==> src/rtl/if_id_pipe_buf.sv <==
// IF/ID pipeline register with a small FIFO skid buffer.
// Merges stall sources and injects a NOP bubble on flush. Fetches returned
// during a stall are held in order. Also exports per-cycle status and
// saturating stall/flush counters.
module if_id_pipe_buf #(
  parameter int               XLEN       = 32,
  parameter int               ILEN       = 32,
  parameter int               N_STALL    = 2,
  parameter int               IBUF_DEPTH = 2,
  parameter logic [ILEN-1:0]  NOP_INST   = 32'h0000_0013,
  parameter int               CNT_W      = 16,
  // Derived widths; not intended to be overridden.
  parameter int               PTR_W      = (IBUF_DEPTH > 1) ? $clog2(IBUF_DEPTH) : 1,
  parameter int               BCNT_W     = $clog2(IBUF_DEPTH + 1)
) (
  input  logic                clk,
  input  logic                rst,
  input  logic [N_STALL-1:0]  i_stall_req,
  input  logic                i_flush,
  input  logic                i_if_valid,
  input  logic [XLEN-1:0]     i_if_pc,
  input  logic [ILEN-1:0]     i_if_inst,
  output logic                o_if_ready,
  output logic                o_id_valid,
  output logic [XLEN-1:0]     o_id_pc,
  output logic [ILEN-1:0]     o_id_inst,
  output logic [1:0]          o_id_status,
  output logic [BCNT_W-1:0]   o_buf_count,
  input  logic                i_cnt_clr,
  output logic [CNT_W-1:0]    o_stall_cycles,
  output logic [CNT_W-1:0]    o_flush_events
);

  localparam logic [1:0] ST_BUBBLE = 2'd0;
  localparam logic [1:0] ST_ADV    = 2'd1;
  localparam logic [1:0] ST_FLUSH  = 2'd2;
  localparam logic [1:0] ST_HOLD   = 2'd3;

  localparam logic [CNT_W-1:0]  CNT_MAX  = '1;
  localparam logic [PTR_W-1:0]  PTR_LAST = PTR_W'(IBUF_DEPTH - 1);
  localparam logic [BCNT_W-1:0] BUF_FULL = BCNT_W'(IBUF_DEPTH);

  // Skid-buffer storage and bookkeeping
  logic [XLEN-1:0]   r_buf_pc   [IBUF_DEPTH];
  logic [ILEN-1:0]   r_buf_inst [IBUF_DEPTH];
  logic [PTR_W-1:0]  r_rd_ptr;
  logic [PTR_W-1:0]  r_wr_ptr;
  logic [BCNT_W-1:0] r_count;

  // ID-stage registers
  logic              r_id_valid;
  logic [XLEN-1:0]   r_id_pc;
  logic [ILEN-1:0]   r_id_inst;
  logic [1:0]        r_id_status;
  logic [CNT_W-1:0]  r_stall_cycles;
  logic [CNT_W-1:0]  r_flush_events;

  logic w_stall;
  logic w_ready;
  logic w_accept;
  logic w_buf_empty;
  logic w_push;
  logic w_pop;

  assign w_stall     = |i_stall_req;
  assign w_ready     = (r_count < BUF_FULL);
  assign w_accept    = i_if_valid & w_ready;
  assign w_buf_empty = (r_count == '0);
  // A fetch is buffered while stalled, or while older entries still wait;
  // with an empty buffer and no stall it bypasses straight into ID.
  assign w_push      = w_accept & ~i_flush & (w_stall | ~w_buf_empty);
  assign w_pop       = ~i_flush & ~w_stall & ~w_buf_empty;

  // Store pushed fetch entries at the write pointer
  // NOTE: the storage array has no reset; stale contents are never observed
  // because r_count gates every read, and omitting the reset keeps it RAM-friendly.
  always_ff @(posedge clk) begin
    if (w_push) begin
      r_buf_pc[r_wr_ptr]   <= i_if_pc;
      r_buf_inst[r_wr_ptr] <= i_if_inst;
    end
  end

  // Advance FIFO pointers and occupancy; flush empties the buffer
  // NOTE: state registers use non-blocking assignments so every block sees
  // the pre-edge values regardless of evaluation order.
  always_ff @(posedge clk or posedge rst) begin
    if (rst) begin
      r_rd_ptr <= '0;
      r_wr_ptr <= '0;
      r_count  <= '0;
    end else if (i_flush) begin
      r_rd_ptr <= '0;
      r_wr_ptr <= '0;
      r_count  <= '0;
    end else begin
      if (w_push) r_wr_ptr <= (r_wr_ptr == PTR_LAST) ? '0 : r_wr_ptr + 1'b1;
      if (w_pop)  r_rd_ptr <= (r_rd_ptr == PTR_LAST) ? '0 : r_rd_ptr + 1'b1;
      if (w_push && !w_pop)      r_count <= r_count + 1'b1;
      else if (w_pop && !w_push) r_count <= r_count - 1'b1;
    end
  end

  // Update the ID stage: flush > stall > pop head > bypass > bubble
  always_ff @(posedge clk or posedge rst) begin
    if (rst) begin
      r_id_valid  <= 1'b0;
      r_id_pc     <= '0;
      r_id_inst   <= NOP_INST;
      r_id_status <= ST_BUBBLE;
    end else if (i_flush) begin
      r_id_valid  <= 1'b0;
      r_id_pc     <= '0;
      r_id_inst   <= NOP_INST;
      r_id_status <= ST_FLUSH;
    end else if (w_stall) begin
      r_id_status <= ST_HOLD;
    end else if (!w_buf_empty) begin
      r_id_valid  <= 1'b1;
      r_id_pc     <= r_buf_pc[r_rd_ptr];
      r_id_inst   <= r_buf_inst[r_rd_ptr];
      r_id_status <= ST_ADV;
    end else if (w_accept) begin
      r_id_valid  <= 1'b1;
      r_id_pc     <= i_if_pc;
      r_id_inst   <= i_if_inst;
      r_id_status <= ST_ADV;
    end else begin
      r_id_valid  <= 1'b0;
      r_id_inst   <= NOP_INST;
      r_id_status <= ST_BUBBLE;
    end
  end

  // Saturating performance counters; clear overrides any increment
  always_ff @(posedge clk or posedge rst) begin
    if (rst) begin
      r_stall_cycles <= '0;
      r_flush_events <= '0;
    end else if (i_cnt_clr) begin
      r_stall_cycles <= '0;
      r_flush_events <= '0;
    end else begin
      if (w_stall && !i_flush && r_stall_cycles != CNT_MAX)
        r_stall_cycles <= r_stall_cycles + 1'b1;
      if (i_flush && r_flush_events != CNT_MAX)
        r_flush_events <= r_flush_events + 1'b1;
    end
  end

  assign o_if_ready     = w_ready;
  assign o_id_valid     = r_id_valid;
  assign o_id_pc        = r_id_pc;
  assign o_id_inst      = r_id_inst;
  assign o_id_status    = r_id_status;
  assign o_buf_count    = r_count;
  assign o_stall_cycles = r_stall_cycles;
  assign o_flush_events = r_flush_events;

endmodule

==> config.mk <==
export PLATFORM = sky130hd
export DESIGN_NAME = if_id_pipe_buf
export DESIGN_NICKNAME = d
export VERILOG_FILES = /design/src/rtl/if_id_pipe_buf.sv
export SDC_FILE = /design/constraint.sdc
export NUM_CORES = 1
export LEC_CHECK = 0
export BUFFER_PORTS_ARGS = -buffer_cell sky130_fd_sc_hd__clkbuf_2
export CORE_MARGIN = 2
export CORE_UTILIZATION = 61
export CTS_BUF_LIST = sky130_fd_sc_hd__clkbuf_4 sky130_fd_sc_hd__clkbuf_8
export DETAILED_ROUTE_END_ITERATION = 8
export PLACE_DENSITY = 0.94
export SLEW_MARGIN = 0
export SYNTH_ARGS = -nofsm -noshare
export SYNTH_HDL_FRONTEND = slang
export SYNTH_SLANG_ARGS = --single-unit
==> constraint.sdc <==
create_clock -name clk -period 11.18 [get_ports clk]
set_input_delay 1.118 -clock clk [delete_from_list [all_inputs] [get_ports clk]]
set_output_delay 1.118 -clock clk [all_outputs]
set_load 0.005 [all_outputs]
==> results by stage <==
Timing:
- Setup repair after global routing left no endpoint under its margin.
- The number of max-slew violations in the final report is 0.
- The fmax is approximately 0.32 GHz.
- The actual slew at the worst max-slew pin is 1.16 ns.
- The clock skew is 0.0225 ns.
- The setup TNS is 0 ns.
- The final hold violation count is 0.
- The headroom to the max-slew limit is between 20 and 25%.
- The final worst-path cycle share is between 20% and 30%.
- Setup violations remaining at the end of the flow were counted as 0.
- After layout, the minimum clock period comes to between 3 and 4 ns.

Layout:
- The non-filler instance count after layout is ~1.1k.
- The layout overhead on the synthesized area is 19.9%.
- After routing the design area is between 10000 and 15000 µm².
- The combined area of the multi-input logic cells is approximately 2900 µm².
- The number of nets in the layout is between 900 and 1k.
- The layout has between 900 and 1k filler cells.
- The number of antenna diodes in the final layout is 0.
- The proportion of layout cells with a drive suffix above 1 is 28.8%.
- The area taken by flip-flops and latches is ~6400 µm².

Power and ir drop:
- The analysis attributes to cell leakage a power of approximately 4.6 nW.
- Per report_power, the combinational group accounts for 7.1% of the total.
- VDD sags by at most ~0.13 mV.
- The power dissipated by switching net loads is about 0.43 mW.
- The cell area power density is roughly 170 nW/µm².
- Of the total power, registers draw 50.1%.
- In this run, the clock network consumes between 40% and 50% of the power.
- The cell-internal power is around 1.5 mW.
- Net switching is 22.8% of the power.

Clock network:
- For this design, the CTS-stage hold fixing added 0 buffers.
- The CTS tree is yes.
- The clock-pin slew on the worst setup and hold paths is approximately 0.06 ns.
- The number of cells upsized or downsized after cts is 0.
- The post-CTS repair timing setup buffer count is 0.
- The maximum count of clock buffers along a single path is 3.
- The latest clock arrival within the worst-skew pair is around 0.52 ns.
- The cell chosen for the clock root is sky130_fd_sc_hd__clkbuf_8.
- Clock tree synthesis inserted a total of 37 buffers.
- The number of H-tree levels is 2.
- For this design, the sink count on the clock tree is ~230.

Setup path:
- The end of the worst register-to-register path is o_id_inst[11]$_DFFE_PP0P_.
- For this run, the slowest stage of the critical path takes about 0.84 ns.
- The startpoint of the worst-slack reg-to-reg timing path is o_buf_count[1]$_DFFE_PP0P_.
- The worst setup path is captured at a flip-flop.
- Data arrives at the worst endpoint at 3.50 ns.
- STA classifies the critical path startpoint as an input pin.
- The slack of the worst reg-to-reg path is ~8.9 ns.
- The required time at the endpoint of the critical path is between 10 and 15 ns.
- On the critical path, the stage with the largest delay is an instance of sky130_fd_sc_hd__o21ba_2.
- The critical path goes through clkbuf_2, o21ba_2, nand4_1, nor4_1, mux2_1.
- The start-to-end type of the worst setup path is in -> reg.
- The critical-path maximum fanout is 32.
- The path depth of the worst reg2reg path is 4.

Hold path:
- For hold timing, the worst endpoint is o_id_pc[14]$_DFFE_PP0P_.
- The worst hold path passes through 2 cells.
- The type of the tightest min-delay check is reg -> reg.
- The startpoint identified for the worst hold timing path is o_id_pc[14]$_DFFE_PP0P_.

Floorplan:
- The x dimension of the die is around 130 µm.
- The die extent in y is roughly 130 µm.
- The effective utilization at floorplan is 62.4%.
- The core region is ~15000 µm².
- roughly 170 I/O pins were placed.
- The die covers 16500 µm².
- The placement row count is 45.

Route:
- The first routing iteration left approximately 600 violations.
- Dividing the detail-routed wire length by the instance count gives around 19 µm.
- The final routed wirelength across all metal layers is ~21000 µm.
- The detailed router placed 6783 vias in this run.
- In the routed layout, each cell is associated on average with a via count of slightly above 6.
- In the routed design, unresolved DRC markers number 0.
- The first TritonRoute pass finished after 5 iterations.
- The number of nets with antenna violations after detailed routing is 0.

Yosys:
- Summing every instance area after synthesis gives roughly 9500 µm².
- Synthesis produced a netlist whose cell count is approximately 720.
- Sorting the synthesized cells by area gives the leading types as sky130_fd_sc_hd__edfxtp_1 (41%), sky130_fd_sc_hd__dfrtp_1 (26%), sky130_fd_sc_hd__mux2i_1 (7.1%), sky130_fd_sc_hd__a21oi_1 (3.1%), sky130_fd_sc_hd__o21ai_1 (2.8%).
- The synthesized netlist devotes 0.265% of its cell area to adder and majority cells.
- Counting flops with a built-in enable in the synthesized netlist gives around 130.
- Summing the areas of all xor and xnor instances in the mapped netlist gives less than 1% of the synthesized area.
- The top cell type's share of synthesized area is approximately two fifths.
- The net count of the mapped netlist is 795.
- After Yosys synthesis, and, or, nand and nor cells account for 10.1% of the synthesized area.
- In the synthesized netlist the async set-or-reset flop fraction comes to 44.6%.
- The mean instance size in the synthesized netlist is about 13 µm².
- The dominant combinational cell family by area after synthesis is compound AO/OA/AOI/OAI gates.
- The most frequently used flop master after synthesis is sky130_fd_sc_hd__edfxtp_1.
- The number of synthesized register bits is about 230.
- The share of synthesized area spent on multiplexers is under 10%.
- The number of different library cells used by synthesis comes to between 50 and 60.
- The synthesized netlist devotes 11.5% of its cell area to compound gates.
- The register area share after synthesis is between 60% and 70%.
- During synthesis, Yosys emitted a total of 0 warnings.
- The library cell with the largest summed area after synthesis is sky130_fd_sc_hd__edfxtp_1.

Global routing:
- The first global-routing pass estimated 33800 µm of wire.
- The number of global-route vias before repair is about 6.6k.
- In the global route stage, overall resource usage came out at 26.2%.
- The initial antenna violation count was 0.
- Entering global routing, the biggest net connects 67 pins.
- The residual overflow from global routing is 0.

Placement:
- During placement, the flow inserted port buffers numbering 172.
- The number of cells after detailed placement is roughly 1.1k.
- The post-detailed-placement half-perimeter wirelength is about 13000 µm.
- Summing all placed instances gives a cell area of ~10000 µm².
- The congestion estimate from routability-driven global placement came to between 0.8 and 0.9.

Job:
- The count of max-cap constraint violations is 0.

Outcome:
- The flow ran to the end, and the final reports show no timing, DRC or antenna violations.
## Yosys cell counts, types with 3 or more instances
cell                       number
sky130_fd_sc_hd__o21ai_0       17
sky130_fd_sc_hd__or2_1          3
sky130_fd_sc_hd__or4_1         12
sky130_fd_sc_hd__clkbuf_1      28
sky130_fd_sc_hd__dfstp_2        3
sky130_fd_sc_hd__buf_2          9
sky130_fd_sc_hd__mux2i_1       67
sky130_fd_sc_hd__o31ai_1       13
sky130_fd_sc_hd__nor4_1         4
sky130_fd_sc_hd__nor2_1        54
sky130_fd_sc_hd__o21ai_1       52
sky130_fd_sc_hd__a22oi_1       28
sky130_fd_sc_hd__inv_1         10
sky130_fd_sc_hd__nor2b_1        9
sky130_fd_sc_hd__nand4_1        6
sky130_fd_sc_hd__o22a_1         3
sky130_fd_sc_hd__nor3_1         6
sky130_fd_sc_hd__nand3_1        9
sky130_fd_sc_hd__edfxtp_1     128
sky130_fd_sc_hd__mux2_1         7
sky130_fd_sc_hd__nand4_2        3
sky130_fd_sc_hd__dfrtp_1      100
sky130_fd_sc_hd__nand2_1       49
sky130_fd_sc_hd__a21oi_1       59
sky130_fd_sc_hd__or3_1          6
## cell type report
cell class / instances / share of cell area [%]
Multi-Input combinational cell: 442 / 25.2
Timing Repair Buffer: 181 / 8.19
Inverter: 10 / 0.353
Clock inverter: 13 / 1.47
Sequential cell: 231 / 56.7
Clock buffer: 55 / 6.02
Tap cell: 188 / 2.08
## kinds of logic (layout without fill, tap and decap cells)
| group | Yosys count | after routing |
|---|---|---|
| buffers and inverters | 49 | 259 |
| and+or+nand+nor | 179 | 179 |
| xor gates and xnor gates | 1 | 1 |
| adders and majority gates | 2 | 2 |
| muxes | 75 | 75 |
| DFF | 231 | 231 |
| AOI/OAI and AO/OA | 185 | 185 |
## power groups by stage
stage                     combinational [mW]  clock [mW]  sequential [mW]
after global placement                 0.130           0            0.970
after global routing                   0.150       0.865            0.958
after floorplan                       0.0779           0            0.970
after detailed placement               0.135           0            0.971
final                                  0.136       0.815            0.955
after CTS                              0.136       0.823            0.955
## critical path: cells and delay by family
family	cells	cell delay, ns
buf+inv	1	0.23
mux	1	0.37
simple gates	2	0.95
compound gates	1	0.84
## stage by stage
step	total power [mW]	utilization (%)	setup WS, ns	hold WS, ns
floorplan	1.05	-	4.29	0.473
global placement	1.10	69.2	7.72	0.469
finish	1.91	74.8	8.06	0.480
global route	1.97	74.8	7.98	0.522
detailed placement	1.11	69.2	7.62	0.475
CTS	1.91	74.8	8.13	0.489
## layer usage
layer | vias up | track usage, % | wire, µm
li1 | 3072 | - | -
met3 | 53 | 5.53 | 1550
met5 | - | 0 | 0
met4 | 0 | 10.9 | 544
met2 | 306 | 42.1 | 10600
met1 | 3352 | 35.5 | 8720
## how the worst max path moves through the flow
stage,startpoint,endpoint,slack [ns],cells past startpoint
2_1_floorplan,i_stall_req[1],r_buf_inst[1][0]$_DFFE_PP_,4.29,4
3_3_place_gp,i_flush,o_stall_cycles[11]$_DFFE_PP0P_,7.72,5
3_5_place_dp,i_flush,o_stall_cycles[13]$_DFFE_PP0P_,7.62,5
4_1_cts,i_flush,o_stall_cycles[13]$_DFFE_PP0P_,8.13,5
5_1_grt,i_flush,o_stall_cycles[13]$_DFFE_PP0P_,7.98,5
6_report,i_flush,o_stall_cycles[13]$_DFFE_PP0P_,8.06,5
## cell usage in the layout (no fill, tap or decap), types with 13 or more instances in the layout
cell	synthesis	final
sky130_fd_sc_hd__clkbuf_2	0	172
sky130_fd_sc_hd__edfxtp_1	128	128
sky130_fd_sc_hd__dfrtp_1	100	99
sky130_fd_sc_hd__mux2i_1	67	67
sky130_fd_sc_hd__a21oi_1	59	58
sky130_fd_sc_hd__nor2_1	54	53
sky130_fd_sc_hd__o21ai_1	52	52
sky130_fd_sc_hd__nand2_1	49	49
sky130_fd_sc_hd__clkbuf_8	0	43
sky130_fd_sc_hd__a22oi_1	28	28
sky130_fd_sc_hd__o21ai_0	17	17
sky130_fd_sc_hd__o31ai_1	13	13
## flip-flops by register name, summed over array words and instances (netlist names), 2 cells and up
signal / cells
o_buf_count: 2
o_flush_events: 16
o_id_inst: 32
o_id_pc: 32
o_id_status: 2
o_stall_cycles: 16
r_buf_inst: 64
r_buf_pc: 64
Power figures use the tool's default switching activity.
